[src/rtl/add64_check_pkg.sv]
// Shared types for the 64-bit adder result checker.
// Holds the run-control state encoding and the result width.
// No logic; imported by the checker top and its compare stage.
package add64_check_pkg;

    typedef enum logic [1:0] {
        ST_IDLE  = 2'd0,
        ST_RUN   = 2'd1,
        ST_DRAIN = 2'd2,
        ST_DONE  = 2'd3
    } state_t;

    localparam int OPD_W = 64;
    localparam int RES_W = OPD_W + 1;

endpackage

[src/rtl/add64_ref_compare.sv]
// Reference expected-sum and equality check for one adder vector.
// Latency: purely combinational.
// Backpressure: none; evaluates whatever operands it is given.
module add64_ref_compare
    import add64_check_pkg::*;
(
    input  logic [OPD_W-1:0] a,
    input  logic [OPD_W-1:0] b,
    input  logic             c_in,
    input  logic [OPD_W-1:0] sum,
    input  logic             c_out,
    output logic             mismatch
);

    logic [RES_W-1:0] expected;

    // Zero-extended behavioural add; bit 64 is the reference carry-out.
    always_comb begin
        expected = {1'b0, a} + {1'b0, b} + {{(RES_W-1){1'b0}}, c_in};
        mismatch = (expected != {c_out, sum});
    end

endmodule

[config.mk]
export PLATFORM = sky130hd
export DESIGN_NAME = add64_ref_compare
export DESIGN_NICKNAME = d
export VERILOG_FILES = /design/src/rtl/add64_check_pkg.sv /design/src/rtl/add64_ref_compare.sv
export SDC_FILE = /design/constraint.sdc
export NUM_CORES = 1
export LEC_CHECK = 0
export CAP_MARGIN = 10
export CORE_ASPECT_RATIO = 1.1
export CORE_MARGIN = 1.5
export CORE_UTILIZATION = 45
export DETAILED_ROUTE_END_ITERATION = 7
export PLACE_DENSITY = 0.93
export SETUP_SLACK_MARGIN = 0.02
export SLEW_MARGIN = 20
export SYNTH_ARGS = -nofsm -noshare
export SYNTH_HDL_FRONTEND = slang
export SYNTH_SLANG_ARGS = --single-unit
export TNS_END_PERCENT = 30
[constraint.sdc]
create_clock -name vclk -period 3.84
set_clock_uncertainty 0.1 [all_clocks]
set_input_delay 0.384 -clock vclk [all_inputs]
set_output_delay 0.384 -clock vclk [all_outputs]
set_load 0.01 [all_outputs]
==> impl_metrics.toml, run 1 <==
[run_status]
haltStage = "global routing (5_1_grt)"
status = "aborted with a tool error"
error = "[ERROR GRT-0116] Global routing finished with congestion. Check the congestion regions in the DRC Viewer."

[clock_tree]
cts_hold_buf = 0

[logic_synthesis]
netlist_top_cells_area = "ha_1, a21oi_1, xnor2_1"
syn-instance-count = 896
yosysSeqAreaShare_pct = 0
syn_area_sq_mm = 0.00596
yosysWarnings = 0
synth.distinct_cells = 94
synthDominantCellAreaShare_pct = 13.2
synth.net_count = 1155
synth_top_cell_by_area = "ha_1"
avgSynthCellArea_sq_um = 6.65

[global_routing]
grt_max_degree = 9
grt_first_pass_wirelength_mm = 73.7
grt_usage_pct = 68.4
grt_overflow = 62
grt_pass1_vias = 13300

[die]
num_rows = 43
chipHeight_um = 124
start_util_pct = 46.7
die_x_um = 113
ios = 195

[place]
dp.cells = 1587
place_ws_ns = -1.26
dpl.hpwl_mm = 30.4
gp_congestion = 1.21
port_buffers = 195
-- per-layer routing --
metal | GRT overflow | track usage, %
met3 | 1 | 49.9
met1 | 3 | 66.0
met5 | 0 | 7.04
met2 | 32 | 90.0
met4 | 26 | 72.9
-- cell usage after synthesis, types with 6 or more instances --
cell type  instances
o211ai_1          17
inv_1             18
buf_4              6
and4_1             8
o21ai_0           59
nand3_1           32
and3_1             6
buf_2             21
a21oi_2            6
ha_1              63
a21oi_1          105
nor3_1            31
o2111ai_1          6
a211oi_1           8
o21a_1            16
nand2_1           98
nand4_1           43
mux2i_1            9
a21o_1            12
a31oi_1           11
nor4_1            13
nor2_1            80
or3_1              7
xnor2_1           43
o21ai_1           14
xor2_1            39
a22oi_1            8
o21bai_1           7
-- kinds of logic after synthesis --
kind of cell | share of synthesized area, %
AO/OA/AOI/OAI | 37.6
adder cells (fa/ha/maj) | 13.9
multiplexers | 1.89
buffers and inverters | 5.15
AND/OR/NAND/NOR | 29.4
XOR/XNOR | 12.1
-- timing repair --
item | 4_1_cts
setup buffers | 10
resized for setup | 85
pin swaps | 21
setup endpoints to repair | 1
hold endpoints to repair | 0
-- through the flow --
stage,instance area [sq um],utilization (%),TNS [ns]
CTS,11100,87.0,-0.399
global placement,10700,84.0,-1.05
floorplan,5980,-,0
detailed placement,10700,84.0,-1.26
==> run 2: changes to the inputs <==
CORE_ASPECT_RATIO = unset   (was 1.1)
CORE_UTILIZATION = 40   (was 45)
PLACE_DENSITY = unset   (was 0.93)
PLACE_DENSITY_LB_ADDON = 0.15   (was unset)
SETUP_SLACK_MARGIN = unset   (was 0.02)
clock period = 4.99 ns   (was 3.84 ns; I/O delays follow)
==> run 2 against run 1 <==
The run now ends clean; area after synthesis stayed put; synthesized cell count did not move.
==> impl_metrics.toml, run 2 <==
[place]
dpl.hpwl_mm = 26.0
port_buffers = 195
placed_area_sq_mm = 0.00936
gp_congestion = 0.981

[final_layout]
final_cell_mix = "buf_4, clkdlybuf4s50_1, a21oi_1"
antenna_cells = 0
seq_cells = 0
drive_gt1_share_pct = 20.3
final_cell_area_sq_mm = 0.00946
utilization_pct = 65.1
final_common_cell = "buf_4"
nets = 1512
final.clkbuf_count = 0
nFillCells = 1364
syn_to_final_growth_pct = 58.8
ff_latch_area_sq_um = 0
multiInputGateArea_sq_mm = 0.00574

[logic_synthesis]
avgSynthCellArea_sq_um = 6.65
synth.distinct_cells = 94
yosysSeqAreaShare_pct = 0
synth_common_cells = "a21oi_1, nand2_1, nor2_1, ha_1, o21ai_0"
synth.net_count = 1155
yosysMostFrequentCell = "a21oi_1"
synthDominantCellAreaShare_pct = 13.2
netlist_top_cells_area = "ha_1, a21oi_1, xnor2_1"
synth_top_cell_by_area = "ha_1"
syn_area_sq_mm = 0.00596
yosysWarnings = 0
syn-instance-count = 896

[setup_path]
endpoint = "mismatch"
crit_arrival_ns = 4.28
cpPeakStageDelay_ns = 0.44
cp_cell_sequence = "clkdlybuf4s50_1, ha_1, nand4_1, nor4_1, buf_4, o2111ai_1, o211a_1, a21oi_1, a21oi_1, a31o_2, a2111o_1, nor4_4, nand4_1, buf_2"
path_buf_inv = 3
setup.worst_path.start_class = "primary input"
slowest_stage = "ha_1"
required_ns = 4.39
cp_max_fo = 7
cp.depth = 14
critPathLaunch = "a[13]"
crit_type = "primary input to primary output"
cpLargestDelayFamily = "compound AO/OA/AOI/OAI gates"
cp-end-kind = "primary output"

[drt]
antenna_left = 0
first_iter_violations = 948
totalWireLength_mm = 29.7
wl_per_cell_um = 20.7
via_count = 8841
via_per_inst = 6.16
drc_errors = 0
firstDrtPassIters = 8

[sta]
drv_slew = 0
relSlewSlack_pct = 50.5
hold_violations = 0
period_share_pct = 97.7
fmax_ghz = 0.205
worst_slew_pin_slew_ns = 0.741
rsz0062_at_grt = "no"
setup_violations = 0
finalCriticalPeriod_ns = 4.87

[global_routing]
grt_pass1_vias = 8263
antenna_found_initial = 0
grt_max_degree = 10
grt_usage_pct = 35.7
grt_overflow = 0
grt_first_pass_wirelength_mm = 44.7

[run_status]
status = "finished clean"

[die]
chipHeight_um = 125
start_util_pct = 41.0
dieArea_sq_mm = 0.0156
ios = 195
num_rows = 44
core-area_sq_mm = 0.0145
die_x_um = 125

[clock_tree]
cts_hold_buf = 0

[pwr]
pwr_density_cell_mw_per_mm2 = 145
p_leak_nw = 3.82
ir_worst_vdd_uv = 74.1

[flow_run]
cap_violations = 0

[worst_hold_path]
hold_path.class = "primary input to primary output"
min_from = "sum[54]"
[run 2: cell counts after synthesis]
No cell type changed its count.
[run 2: layout make-up]
class	instances	share of cell area (%)
inverter	18	0.714
multi-input combinational	841	60.6
tap	184	2.43
timing repair buffer	392	36.2
[run 2: worst min path at each step]
stage / endpoint / slack, ns / cells after the start
final: mismatch / 1.87 / 5
after floorplan: mismatch / 1.19 / 3
after global routing: mismatch / 1.88 / 5
after global placement: mismatch / 2.30 / 5
after CTS: mismatch / 1.87 / 5
after detailed placement: mismatch / 2.27 / 5
[run 2: per-layer routing]
| layer | wire, um | GRT usage (%) | vias to the layer above |
|---|---|---|---|
| li1 | - | - | 4150 |
| met2 | 12800 | 56.8 | 540 |
| met3 | 3060 | 6.46 | 71 |
| met4 | 803 | 7.89 | 0 |
| met5 | 0 | 0 | - |
| met1 | 13100 | 50.1 | 4080 |
[run 2: tightest hold or removal path: cells and delay by family]
family	cells	cell delay, ns
xor gates and xnor gates	2	0.24
buffers and inverters	2	0.61
and+or+nand+nor	1	0.13
[run 2: timing repair]
item,4_1_cts,5_1_grt
gates cloned,0,0
setup endpoints to repair,1,1
gates resized for setup,9,11
pin swaps,3,9
setup buffers,1,1
[run 2: stage by stage]
| stage | total power, mW | std cells | setup slack, ns | hold WS, ns | TNS [ns] |
|---|---|---|---|---|---|
| after floorplan | 0.688 | 896 | 0.751 | 1.19 | 0 |
| after global placement | 1.30 | 1433 | -0.410 | 2.30 | -0.410 |
| after detailed placement | 1.31 | 1433 | -0.520 | 2.27 | -0.520 |
| after CTS | 1.32 | 1434 | 0.0864 | 1.87 | 0 |
| after global routing | 1.45 | 1435 | 0.00478 | 1.88 | 0 |
| final | 1.37 | 1435 | 0.116 | 1.87 | 0 |
[run 2: power by group]
part	leakage (nW)	internal [mW]	switching [mW]
sequential	0	0	0
combinational	3.82	0.634	0.739
clock	0	0	0
[run 2: logic make-up after synthesis]
group,after synthesis,synth area share [%]
adder cells (fa/ha/maj),65,13.9
buffers and inverters,55,5.15
AND/OR/NAND/NOR,352,29.4
AO/OA/AOI/OAI,331,37.6
XOR/XNOR,82,12.1
multiplexers,11,1.89
(Power assumes the default switching activity.)
==> variant, RTL diff (config.mk and constraints of run 2) <==
`OPD_W`: 64 -> 68.
--- a/src/rtl/add64_check_pkg.sv
+++ b/src/rtl/add64_check_pkg.sv
@@ -11,5 +11,5 @@
     } state_t;
 
-    localparam int OPD_W = 64;
+    localparam int OPD_W = 68;
     localparam int RES_W = OPD_W + 1;
 
Ports: changed (resized a, b and sum); port bits go from 195 to 207. No check against the original RTL was run, so the function may have changed too.
==> variant against run 2 <==
Routed wire length increased by 29%; maximum frequency decreased by 0.29%; largest cell class unchanged; worst setup slack got worse by 14 ps; global-route usage increased by 6.7 points; cell area increased by 21%; power increased by 23%; synthesized area increased by 8.6%.
==> variant: results <==
export IMPL_status="finished, final reports clean"
export IMPL_io_buffers=207
export IMPL_grt_pass1_wl_um=55200
export IMPL_syn_to_final_growth_pct=76.9
export IMPL_num_fill_cells=1260
export IMPL_drt_iter0_markers=1087
export IMPL_dp_hpwl_um=32300
export IMPL_multi_input_cells=929
export IMPL_synth_area_leaders="ha_1 (13%), a21oi_1 (7.8%), xnor2_1 (7.2%)"
export IMPL_seq_cell_count=0
export IMPL_finalWirelength_um=38400
export IMPL_buffers=562
export IMPL_layout_nets=1778
export IMPL_finalWeightedCongestion=1.07
export IMPL_synth_nets=1263
export IMPL_drive_gt1_frac=0.272
export IMPL_leakagePower_nw=4.80
export IMPL_grt_use_total=0.425
export IMPL_postCtsSetupRepairBufs=2
export IMPL_n_all_inverters=10
export IMPL_slew_headroom=0.211
export IMPL_syn_avg_cell_area_um2=6.55
export IMPL_first_pass_iters=7
export IMPL_grt_use_met2=0.724
export IMPL_min_from="sum[52]"
export IMPL_slowest_stage="or4_1"
export IMPL_cts_resized=13
export IMPL_power_switching_uw=878
export IMPL_vias=10747
export IMPL_buf_share=0.415
export IMPL_first_global_vias=10323
export IMPL_grt_max_degree=12
export IMPL_crit_family="buffers and inverters"
export IMPL_use_met1=0.506
export IMPL_whs_path_depth=6
export IMPL_slowest_delay_ps=530
export IMPL_yosys_top_cells_count="nand2_1 (111), a21oi_1 (101), nor2_1 (98), ha_1 (67), o21ai_0 (67)"
export IMPL_placed_area_mm2=0.0112
==> variant: cell types whose count changed in the layout (fill, tap and decap cells not counted), moves of 7 or more <==
cell             before  now
nand2_1              98  111
nand4_1              43   51
xor2_1               39   32
xnor2_1              43   53
a21oi_1             105   96
clkdlybuf4s50_1     194  203
a211oi_1              7   14
buf_4               197  352
nor2_1               80   98
inv_1                18   10
==> variant: worst max-delay path by stage <==
stage	cells after the start	to	slack, ps	from
2_1_floorplan	12	mismatch	860	a[0]
3_3_place_gp	15	mismatch	-450	a[0]
3_5_place_dp	15	mismatch	-530	a[0]
4_1_cts	18	mismatch	20	b[0]
5_1_grt	15	mismatch	-70	a[26]
6_report	18	mismatch	100	a[4]
==> variant: metrics by stage <==
stage	cells	hold slack (ps)	worst slack, ps	power (mW)
after floorplan	988	1150	857	0.732
after global placement	1714	2340	-448	1.55
after detailed placement	1714	2330	-533	1.57
after CTS	1716	1930	20.2	1.59
after global routing	1717	2000	-74.7	1.77
final	1717	1910	102	1.69
==> variant: power by group through the flow <==
stage               clock network (mW)  registers, mW  logic [mW]
global placement                     0              0        1.55
floorplan                            0              0       0.732
CTS                                  0              0        1.59
detailed placement                   0              0        1.57
finish                               0              0        1.69
global route                         0              0        1.77
==> variant: metal layers <==
metal	wire length (µm)	part of all wire	vias up
li1	-	-	4874
met1	14700	0.38	4973
met2	17400	0.45	720
met3	3540	0.092	178
met4	2760	0.072	2
met5	17	0.00044	-
==> variant: cells by family after synthesis <==
family / Yosys count / synth area share
adders and majority gates: 69 / 0.136
buffers and inverters: 59 / 0.0429
and+or+nand+nor: 400 / 0.305
AOI/OAI and AO/OA: 363 / 0.383
xor gates and xnor gates: 85 / 0.115
muxes: 12 / 0.0188
